`config.mk`:
```
export PLATFORM = sky130hd
export DESIGN_NAME = vga_dac_frontend_flat
export DESIGN_NICKNAME = d
export VERILOG_FILES = /design/src/rtl/vga_dac_frontend_if.sv /design/src/rtl/vga_dac_frontend.sv /design/src/flat_wrapper.sv
export SDC_FILE = /design/constraint.sdc
export NUM_CORES = 1
export LEC_CHECK = 0
export ABC_AREA = 0
export CORE_MARGIN = 2
export CORE_UTILIZATION = 30
export CTS_BUF_LIST = sky130_fd_sc_hd__clkbuf_16
export CTS_CLUSTER_DIAMETER = 50
export DETAILED_ROUTE_END_ITERATION = 10
export SYNTH_ARGS = -nofsm -noshare
export SYNTH_HDL_FRONTEND = slang
export SYNTH_SLANG_ARGS = --single-unit
```
`constraint.sdc`:
```
create_clock -name clk -period 1 [get_ports clk]
set_input_delay 0.2 -clock clk [delete_from_list [all_inputs] [get_ports clk]]
set_output_delay 0.2 -clock clk [all_outputs]
set_load 0.01 [all_outputs]
```
`src/rtl/vga_dac_frontend_if.sv`:
```
// Pixel-side bundle between the pattern controller and the DAC front end:
// colour/timing/control inputs plus the aligned DAC and PMOD outputs.
interface vga_dac_if #(
  parameter int DAC_BITS = 8
);
  logic [DAC_BITS-1:0] r_in;
  logic [DAC_BITS-1:0] g_in;
  logic [DAC_BITS-1:0] b_in;
  logic                hsync_in;
  logic                vsync_in;
  logic                hblank_in;
  logic                vblank_in;
  logic                blank_en;
  logic                invert;

  logic [DAC_BITS-1:0] R;
  logic [DAC_BITS-1:0] G;
  logic [DAC_BITS-1:0] B;
  logic [7:0]          uo_out;
  logic                hblank_out;
  logic                vblank_out;

  modport master (
    output r_in, g_in, b_in, hsync_in, vsync_in, hblank_in, vblank_in,
           blank_en, invert,
    input  R, G, B, uo_out, hblank_out, vblank_out
  );

  modport slave (
    input  r_in, g_in, b_in, hsync_in, vsync_in, hblank_in, vblank_in,
           blank_en, invert,
    output R, G, B, uo_out, hblank_out, vblank_out
  );
endinterface

```
`src/rtl/vga_dac_frontend.sv`:
```
// Registered VGA-to-DAC front end: aligned colour/sync/blank pipeline with
// optional blanking and inversion, plus serially loaded, vblank-synchronised bias words.
module vga_dac_frontend #(
  parameter int                   DAC_BITS    = 8,
  parameter int                   BIAS_BITS   = 3,
  parameter int                   PIPE_STAGES = 2,
  parameter logic [BIAS_BITS-1:0] BIAS_RESET  = BIAS_BITS'(4)
) (
  input  logic                 clk,
  input  logic                 rst_n,
  vga_dac_if.slave             pix,
  input  logic                 cfg_en,
  input  logic                 cfg_bit,
  input  logic                 cfg_commit,
  output logic [BIAS_BITS-1:0] Rbias,
  output logic [BIAS_BITS-1:0] Gbias,
  output logic [BIAS_BITS-1:0] Bbias,
  output logic                 cfg_pending
);

  // Pipeline word layout: {hsync, vsync, hblank, vblank, r, g, b}
  localparam int W    = 3*DAC_BITS + 4;
  localparam int B_LO = 0;
  localparam int G_LO = DAC_BITS;
  localparam int R_LO = 2*DAC_BITS;
  localparam int VB   = 3*DAC_BITS;
  localparam int HB   = 3*DAC_BITS + 1;
  localparam int VS   = 3*DAC_BITS + 2;
  localparam int HS   = 3*DAC_BITS + 3;
  localparam int SW   = 3*BIAS_BITS;

  logic                           blank;
  logic [W-1:0]                   in_word;
  logic [PIPE_STAGES-1:0][W-1:0]  pipe_reg;
  logic [W-1:0]                   last;
  logic [W-1:0]                   last_next;
  logic                           inv_reg;
  logic                           vblank_rise;

  logic [SW-1:0]                  shift_reg;
  logic [SW-1:0]                  staged_reg;
  logic [SW-1:0]                  live_reg;
  logic                           pending_reg;

  always_comb begin
    blank   = pix.blank_en & (pix.hblank_in | pix.vblank_in);
    in_word = {pix.hsync_in, pix.vsync_in, pix.hblank_in, pix.vblank_in,
               blank ? '0 : pix.r_in,
               blank ? '0 : pix.g_in,
               blank ? '0 : pix.b_in};
  end

  always_ff @(posedge clk or negedge rst_n) begin
    if (!rst_n) begin
      pipe_reg <= '0;
      inv_reg  <= 1'b0;
    end else begin
      pipe_reg[0] <= in_word;
      for (int i = 1; i < PIPE_STAGES; i++) begin
        pipe_reg[i] <= pipe_reg[i-1];
      end
      inv_reg <= pix.invert;
    end
  end

  assign last = pipe_reg[PIPE_STAGES-1];

  // Value the final stage takes at the next edge; used to spot the vblank_out rise.
  generate
    if (PIPE_STAGES == 1) begin : g_single
      assign last_next = in_word;
    end else begin : g_multi
      assign last_next = pipe_reg[PIPE_STAGES-2];
    end
  endgenerate

  assign vblank_rise = last_next[VB] & ~last[VB];

  // Codes are stored uninverted so the PMOD sees post-blank, pre-invert bits.
  assign pix.R          = last[R_LO +: DAC_BITS] ^ {DAC_BITS{inv_reg}};
  assign pix.G          = last[G_LO +: DAC_BITS] ^ {DAC_BITS{inv_reg}};
  assign pix.B          = last[B_LO +: DAC_BITS] ^ {DAC_BITS{inv_reg}};
  assign pix.hblank_out = last[HB];
  assign pix.vblank_out = last[VB];
  assign pix.uo_out     = {last[HS],
                           last[B_LO+DAC_BITS-2], last[G_LO+DAC_BITS-2], last[R_LO+DAC_BITS-2],
                           last[VS],
                           last[B_LO+DAC_BITS-1], last[G_LO+DAC_BITS-1], last[R_LO+DAC_BITS-1]};

  always_ff @(posedge clk or negedge rst_n) begin
    if (!rst_n) begin
      shift_reg   <= '0;
      staged_reg  <= '0;
      live_reg    <= {3{BIAS_RESET}};
      pending_reg <= 1'b0;
    end else begin
      if (cfg_en) begin
        shift_reg <= {shift_reg[SW-2:0], cfg_bit};
      end
      if (vblank_rise && pending_reg) begin
        live_reg <= staged_reg;
      end
      // A commit on the transfer edge re-arms with the new snapshot.
      if (cfg_commit) begin
        staged_reg  <= shift_reg;
        pending_reg <= 1'b1;
      end else if (vblank_rise) begin
        pending_reg <= 1'b0;
      end
    end
  end

  assign Rbias       = live_reg[0 +: BIAS_BITS];
  assign Gbias       = live_reg[BIAS_BITS +: BIAS_BITS];
  assign Bbias       = live_reg[2*BIAS_BITS +: BIAS_BITS];
  assign cfg_pending = pending_reg;

endmodule

```
`src/flat_wrapper.sv`:
```
// flat-port wrapper written by rule: the top's interface ports become plain ports
module vga_dac_frontend_flat 
#(
  parameter int                   DAC_BITS    = 8,
  parameter int                   BIAS_BITS   = 3,
  parameter int                   PIPE_STAGES = 2,
  parameter logic [BIAS_BITS-1:0] BIAS_RESET  = BIAS_BITS'(4)
)
  (clk, rst_n, cfg_en, cfg_bit, cfg_commit, Rbias, Gbias, Bbias, cfg_pending, pix_r_in, pix_g_in, pix_b_in, pix_hsync_in, pix_vsync_in, pix_hblank_in, pix_vblank_in, pix_blank_en, pix_invert, pix_R, pix_G, pix_B, pix_uo_out, pix_hblank_out, pix_vblank_out);
  vga_dac_if #(.DAC_BITS(DAC_BITS)) pix_i ();
  input  logic clk;
  input  logic rst_n;
  input  logic cfg_en;
  input  logic cfg_bit;
  input  logic cfg_commit;
  output logic [BIAS_BITS-1:0] Rbias;
  output logic [BIAS_BITS-1:0] Gbias;
  output logic [BIAS_BITS-1:0] Bbias;
  output logic cfg_pending;
  input wire logic [$bits(pix_i.r_in)-1:0] pix_r_in;
  input wire logic [$bits(pix_i.g_in)-1:0] pix_g_in;
  input wire logic [$bits(pix_i.b_in)-1:0] pix_b_in;
  input wire logic [$bits(pix_i.hsync_in)-1:0] pix_hsync_in;
  input wire logic [$bits(pix_i.vsync_in)-1:0] pix_vsync_in;
  input wire logic [$bits(pix_i.hblank_in)-1:0] pix_hblank_in;
  input wire logic [$bits(pix_i.vblank_in)-1:0] pix_vblank_in;
  input wire logic [$bits(pix_i.blank_en)-1:0] pix_blank_en;
  input wire logic [$bits(pix_i.invert)-1:0] pix_invert;
  output wire logic [$bits(pix_i.R)-1:0] pix_R;
  output wire logic [$bits(pix_i.G)-1:0] pix_G;
  output wire logic [$bits(pix_i.B)-1:0] pix_B;
  output wire logic [$bits(pix_i.uo_out)-1:0] pix_uo_out;
  output wire logic [$bits(pix_i.hblank_out)-1:0] pix_hblank_out;
  output wire logic [$bits(pix_i.vblank_out)-1:0] pix_vblank_out;
  assign pix_i.r_in = pix_r_in;
  assign pix_i.g_in = pix_g_in;
  assign pix_i.b_in = pix_b_in;
  assign pix_i.hsync_in = pix_hsync_in;
  assign pix_i.vsync_in = pix_vsync_in;
  assign pix_i.hblank_in = pix_hblank_in;
  assign pix_i.vblank_in = pix_vblank_in;
  assign pix_i.blank_en = pix_blank_en;
  assign pix_i.invert = pix_invert;
  assign pix_R = pix_i.R;
  assign pix_G = pix_i.G;
  assign pix_B = pix_i.B;
  assign pix_uo_out = pix_i.uo_out;
  assign pix_hblank_out = pix_i.hblank_out;
  assign pix_vblank_out = pix_i.vblank_out;
  vga_dac_frontend #(.DAC_BITS(DAC_BITS), .BIAS_BITS(BIAS_BITS), .PIPE_STAGES(PIPE_STAGES), .BIAS_RESET(BIAS_RESET)) u_core (.clk(clk), .rst_n(rst_n), .pix(pix_i), .cfg_en(cfg_en), .cfg_bit(cfg_bit), .cfg_commit(cfg_commit), .Rbias(Rbias), .Gbias(Gbias), .Bbias(Bbias), .cfg_pending(cfg_pending));
endmodule
```
After elaboration in Yosys (flattened, before gate mapping) --
Cells that the tools add are included.
Word-level totals: register bits after elaboration 85, bits of input ports 35, output and inout bits 44, logic and storage cells 21
Cells by class: multiplexer cells 5, bitwise operators 7, reduce and logical (&&, ||, !) cells 2
Operators with widths (number):
- $mux 8 | 3
- $xor 8x8->8 | 3
- $and 1x1->1 | 2
- $mux 1 | 2
- $reduce_bool 2->1 | 1
- $logic_and 1x1->1 | 1
- $not 1->1 | 1
- $or 1x1->1 | 1

Longest topological paths before layout --
word-level depth 4, mapped depth 3, mapped depth without buffers 2

Least setup slack after synthesis --
OpenSTA, ideal clock, no wires.
path kind reg-to-output, start register u_core.inv_reg, end output port pix_B[1], data arrival time 0.875 ns, data required time 0.800 ns, setup slack -0.075 ns, cell stages (with the launch flop) 4, buffers on the path 2, cell sequence dfrtp_1 buf_4 buf_6 xor2_1
On the way: longest elaborated chain between the ends 1
RTL lines:
- from (decl) | RTL line vga_dac_frontend.sv:37 | logic inv_reg;
- from (signal assigned) | RTL line vga_dac_frontend.sv:62 | inv_reg <= pix.invert;
- $xor 8x8->8 | RTL line vga_dac_frontend.sv:82 | assign pix.B = last[B_LO +: DAC_BITS] ^ {DAC_BITS{inv_reg}};
- to (decl) | RTL line flat_wrapper.sv:31 | output wire logic [$bits(pix_i.B)-1:0] pix_B;
Every way passes these cells.

Worst setup path after layout --
start register u_core.inv_reg, end output port pix_R[5]
On the way: longest elaborated chain between the ends 1
RTL lines:
- $xor 8x8->8 | RTL line vga_dac_frontend.sv:80 | assign pix.R = last[R_LO +: DAC_BITS] ^ {DAC_BITS{inv_reg}};
- to (decl) | RTL line flat_wrapper.sv:29 | output wire logic [$bits(pix_i.R)-1:0] pix_R;
Every way passes these cells.

==> impl_results.html <==
<table>
<tr><th>Metric</th><th>Value</th></tr>
<tr><th colspan="2">Outcome</th></tr>
<tr><td>Status</td><td>finished with violations</td></tr>
<tr><td>Violations in the final reports</td><td>negative setup slack</td></tr>
<tr><th colspan="2">Placed design</th></tr>
<tr><td>Weighted congestion at the end of routability-driven global placement</td><td>0.7149</td></tr>
<tr><td>Number of port buffers</td><td>78</td></tr>
<tr><td>Inst Count DP</td><td>a little under 400</td></tr>
<tr><td>Pre-CTS setup slack</td><td>-0.5277 ns</td></tr>
<tr><td>Half-perimeter wire length of the detailed placement result</td><td>3564 µm</td></tr>
<tr><th colspan="2">Worst setup path</th></tr>
<tr><td>Crit Path Category</td><td>reg2out</td></tr>
<tr><td>Maximum net fanout on the critical path</td><td>5</td></tr>
<tr><td>Required arrival time at the worst endpoint</td><td>0.80 ns</td></tr>
<tr><td>Crit end category</td><td>output port</td></tr>
<tr><td>Critical path arrival</td><td>1.35 ns</td></tr>
<tr><td>Sort of element at the start of the critical path</td><td>flop</td></tr>
<tr><th colspan="2">Synthesis</th></tr>
<tr><td>Number of distinct standard cells referenced by the synthesized netlist</td><td>13</td></tr>
<tr><td>Net Count, Synth</td><td>214</td></tr>
<tr><td>Syn Std Cell Area</td><td>2949 µm²</td></tr>
<tr><td>Cell count after synthesis</td><td>~180</td></tr>
<tr><td>Flip-flop and latch count after synthesis</td><td>85</td></tr>
<tr><td>Mapped Avg Cell Area</td><td>~16 µm²</td></tr>
<tr><td>Sequential cell area fraction in the yosys report</td><td>between 70% and 80%</td></tr>
<tr><td>Synthesis Warnings</td><td>0</td></tr>
<tr><th colspan="2">GRT</th></tr>
<tr><td>Wire length of the first global-routing pass</td><td>8631 µm</td></tr>
<tr><td>Total GRT Usage</td><td>10.96%</td></tr>
<tr><td>Antenna violations before repair</td><td>0</td></tr>
<tr><td>Vias in the first global route</td><td>roughly 1.7k</td></tr>
<tr><td>Maximum number of pins on one net before global-route repair</td><td>between 50 and 60</td></tr>
<tr><td>Total overflow reported by the global router</td><td>0</td></tr>
<tr><th colspan="2">Timing</th></tr>
<tr><td>Worst hold slack across all endpoints</td><td>around 0.32 ns</td></tr>
<tr><td>Period utilization</td><td>155.5%</td></tr>
<tr><td>Layout Skew</td><td>about 0.006 ns</td></tr>
<tr><td>Final slew viol count</td><td>0</td></tr>
<tr><td>Minimum setup slack in the final design</td><td>-0.5549 ns</td></tr>
<tr><td>Setup TNS Final</td><td>-14.53 ns</td></tr>
<tr><td>Peak Freq</td><td>643.1 MHz</td></tr>
<tr><td>Shortest period the worst path allows</td><td>1.555 ns</td></tr>
<tr><td>Unrepaired setup endpoints after global routing</td><td>yes</td></tr>
<tr><td>Final setup violation count</td><td>53</td></tr>
<tr><td>Max_slew headroom</td><td>82.27%</td></tr>
<tr><td>Worst Max-Slew Pin Slew</td><td>0.2659 ns</td></tr>
<tr><td>Hold Vio Cnt, Final</td><td>0</td></tr>
<tr><th colspan="2">Finish</th></tr>
<tr><td>Commonest non-fill, non-tap cell in the layout</td><td>sky130_fd_sc_hd__dfrtp_1</td></tr>
<tr><td>Final nets</td><td>314</td></tr>
<tr><td>Fin util</td><td>48.23%</td></tr>
<tr><td>Combined flip-flop and latch cell area</td><td>approximately 2100 µm²</td></tr>
<tr><td>Final std cells w/o fill</td><td>417</td></tr>
<tr><td>Top library cells by usage in the layout, fill and taps aside</td><td>sky130_fd_sc_hd__dfrtp_1, sky130_fd_sc_hd__clkdlybuf4s50_1, sky130_fd_sc_hd__buf_2, sky130_fd_sc_hd__and2_1, sky130_fd_sc_hd__buf_6</td></tr>
<tr><td>Antenna Cells</td><td>0</td></tr>
<tr><td>Multi-input combinational cell area</td><td>1025 µm²</td></tr>
<tr><td>Layout area overhead</td><td>57.66%</td></tr>
<tr><td>Fraction of layout cells with a size suffix above 1</td><td>48.94%</td></tr>
<tr><td>Final-layout fill cell count</td><td>881</td></tr>
<tr><th colspan="2">Floorplan</th></tr>
<tr><td>Ports</td><td>79</td></tr>
<tr><td>Number of cell rows</td><td>36</td></tr>
<tr><td>Die width</td><td>103.1 µm</td></tr>
<tr><td>Initial Util</td><td>30.59%</td></tr>
<tr><td>Die Footprint</td><td>10,640 µm²</td></tr>
<tr><td>Core ar.</td><td>9639 µm²</td></tr>
<tr><td>Height of the chip</td><td>103.1 µm</td></tr>
<tr><th colspan="2">CTS</th></tr>
<tr><td>H-Tree Depth</td><td>3</td></tr>
<tr><td>Clock Sinks</td><td>85</td></tr>
<tr><td>CTS Root Cell</td><td>sky130_fd_sc_hd__clkbuf_16</td></tr>
<tr><td>Number of buffers created by CTS</td><td>9</td></tr>
<tr><td>Clock network latency to the later pin of the worst-skew pair</td><td>0.32 ns</td></tr>
<tr><td>Clock Pin Slew Worst Setup and Hold Paths</td><td>about 0.05 ns</td></tr>
<tr><td>Clock tree from TritonCTS</td><td>built</td></tr>
<tr><td>Max clock buf depth</td><td>2</td></tr>
<tr><th colspan="2">Power</th></tr>
<tr><td>Leak</td><td>2.129 nW</td></tr>
<tr><td>Max VDD drop</td><td>0.0007758 V</td></tr>
<tr><td>Pwr/cell area</td><td>2047 nW/µm²</td></tr>
<tr><th colspan="2">Routing</th></tr>
<tr><td>Vias/cell</td><td>3.911</td></tr>
<tr><td>Initial drt markers</td><td>11</td></tr>
<tr><td>First-pass iteration count of the detailed router</td><td>3</td></tr>
<tr><td>Routed vias</td><td>1,631</td></tr>
<tr><td>Final routed wirelength across all metal layers</td><td>about 5400 µm</td></tr>
<tr><td>Drc violations</td><td>0</td></tr>
<tr><td>Number of nets with antenna violations after detailed routing</td><td>0</td></tr>
<tr><td>Wire length per cell</td><td>13.07 µm</td></tr>
<tr><th colspan="2">Run</th></tr>
<tr><td>Max Cap Violations</td><td>0</td></tr>
<tr><th colspan="2">Worst hold path</th></tr>
<tr><td>Class of the worst hold path</td><td>in2reg</td></tr>
</table>
where the power goes:
group,internal [mW],switching [mW]
Combinational,1.17,0.635
Clock,2.16,1.23
Sequential,4.01,0.315
Total,7.34,2.18
per-stage QoR:
step                instance area [µm²]  power (mW)
floorplan                          3233       5.109
global placement                   4210       6.021
detailed placement                 4210       6.074
CTS                                4628       9.575
global route                       4649       10.02
finish                             4649       9.518
metal layers:
layer	vias to the layer above	wire, µm	GRT usage, %
met5	-	0	0
met2	49	2854	18.33
met1	832	2211	13.38
li1	744	-	-
met4	0	91	5.466
met3	6	292	2.441
what timing repair did:
item,in CTS,in global routing
setup endpoints to repair,53,53
pin swaps,4,0
resized for setup,210,9
hold buffers,1,0
buffers inserted,10,4
endpoints found under the hold margin,82,0
gates cloned,3,0
cell families after synthesis:
kind of cell	synth area share, %
flops	72.25
mux	10.31
simple gates	5.982
xor+xnor	7.128
buf+inv	3.733
compound gates	0.5941
critical path, cell delays in order (launching register included):
cell and delay [ns]:
sky130_fd_sc_hd__dfrtp_2 0.46, sky130_fd_sc_hd__clkbuf_16 0.17, sky130_fd_sc_hd__buf_12 0.14, sky130_fd_sc_hd__xor2_2 0.13
sky130_fd_sc_hd__buf_2 0.13
cell type report:
| cell class | count | share of cell area [%] |
|---|---|---|
| clock inverters | 7 | 1.830 |
| clock buffers | 9 | 4.844 |
| repair buffers | 103 | 21.82 |
| flip-flops and latches | 85 | 45.88 |
| multi-input cells | 80 | 22.04 |
| well taps | 133 | 3.579 |
final timing paths:
check                           slack [ns]  cells past startpoint                start                   end
worst max-delay path                 -0.55                      4       u_core.inv_reg              pix_R[5]
min in group asynchronous             0.39                      3                rst_n  u_core.last_next[17]
max in group asynchronous             0.33                      3                rst_n        u_core.inv_reg
worst min-delay path                  0.32                      1         pix_vsync_in  u_core.last_next[26]
worst max register to register       -0.11                      2      u_core.last[24]    u_core.live_reg[4]
worst min register to register        0.34                      0  u_core.last_next[2]        u_core.last[2]
synth_stat cells:
master                      n  area (µm²)
sky130_fd_sc_hd__buf_4      9       67.56
sky130_fd_sc_hd__clkbuf_2   2       10.01
sky130_fd_sc_hd__buf_2      2       10.01
sky130_fd_sc_hd__dfstp_2    3       78.83
sky130_fd_sc_hd__a21o_2     1       8.760
sky130_fd_sc_hd__o21ai_2    1       8.760
sky130_fd_sc_hd__buf_6      2       22.52
sky130_fd_sc_hd__xor2_1    24       210.2
sky130_fd_sc_hd__mux2_2    27       304.0
sky130_fd_sc_hd__and2_1    24       150.1
sky130_fd_sc_hd__dfrtp_1   82        2052
sky130_fd_sc_hd__nand3b_4   1       20.02
sky130_fd_sc_hd__nand2b_1   1       6.260
Note: power is estimated with default switching activity, not from simulation.
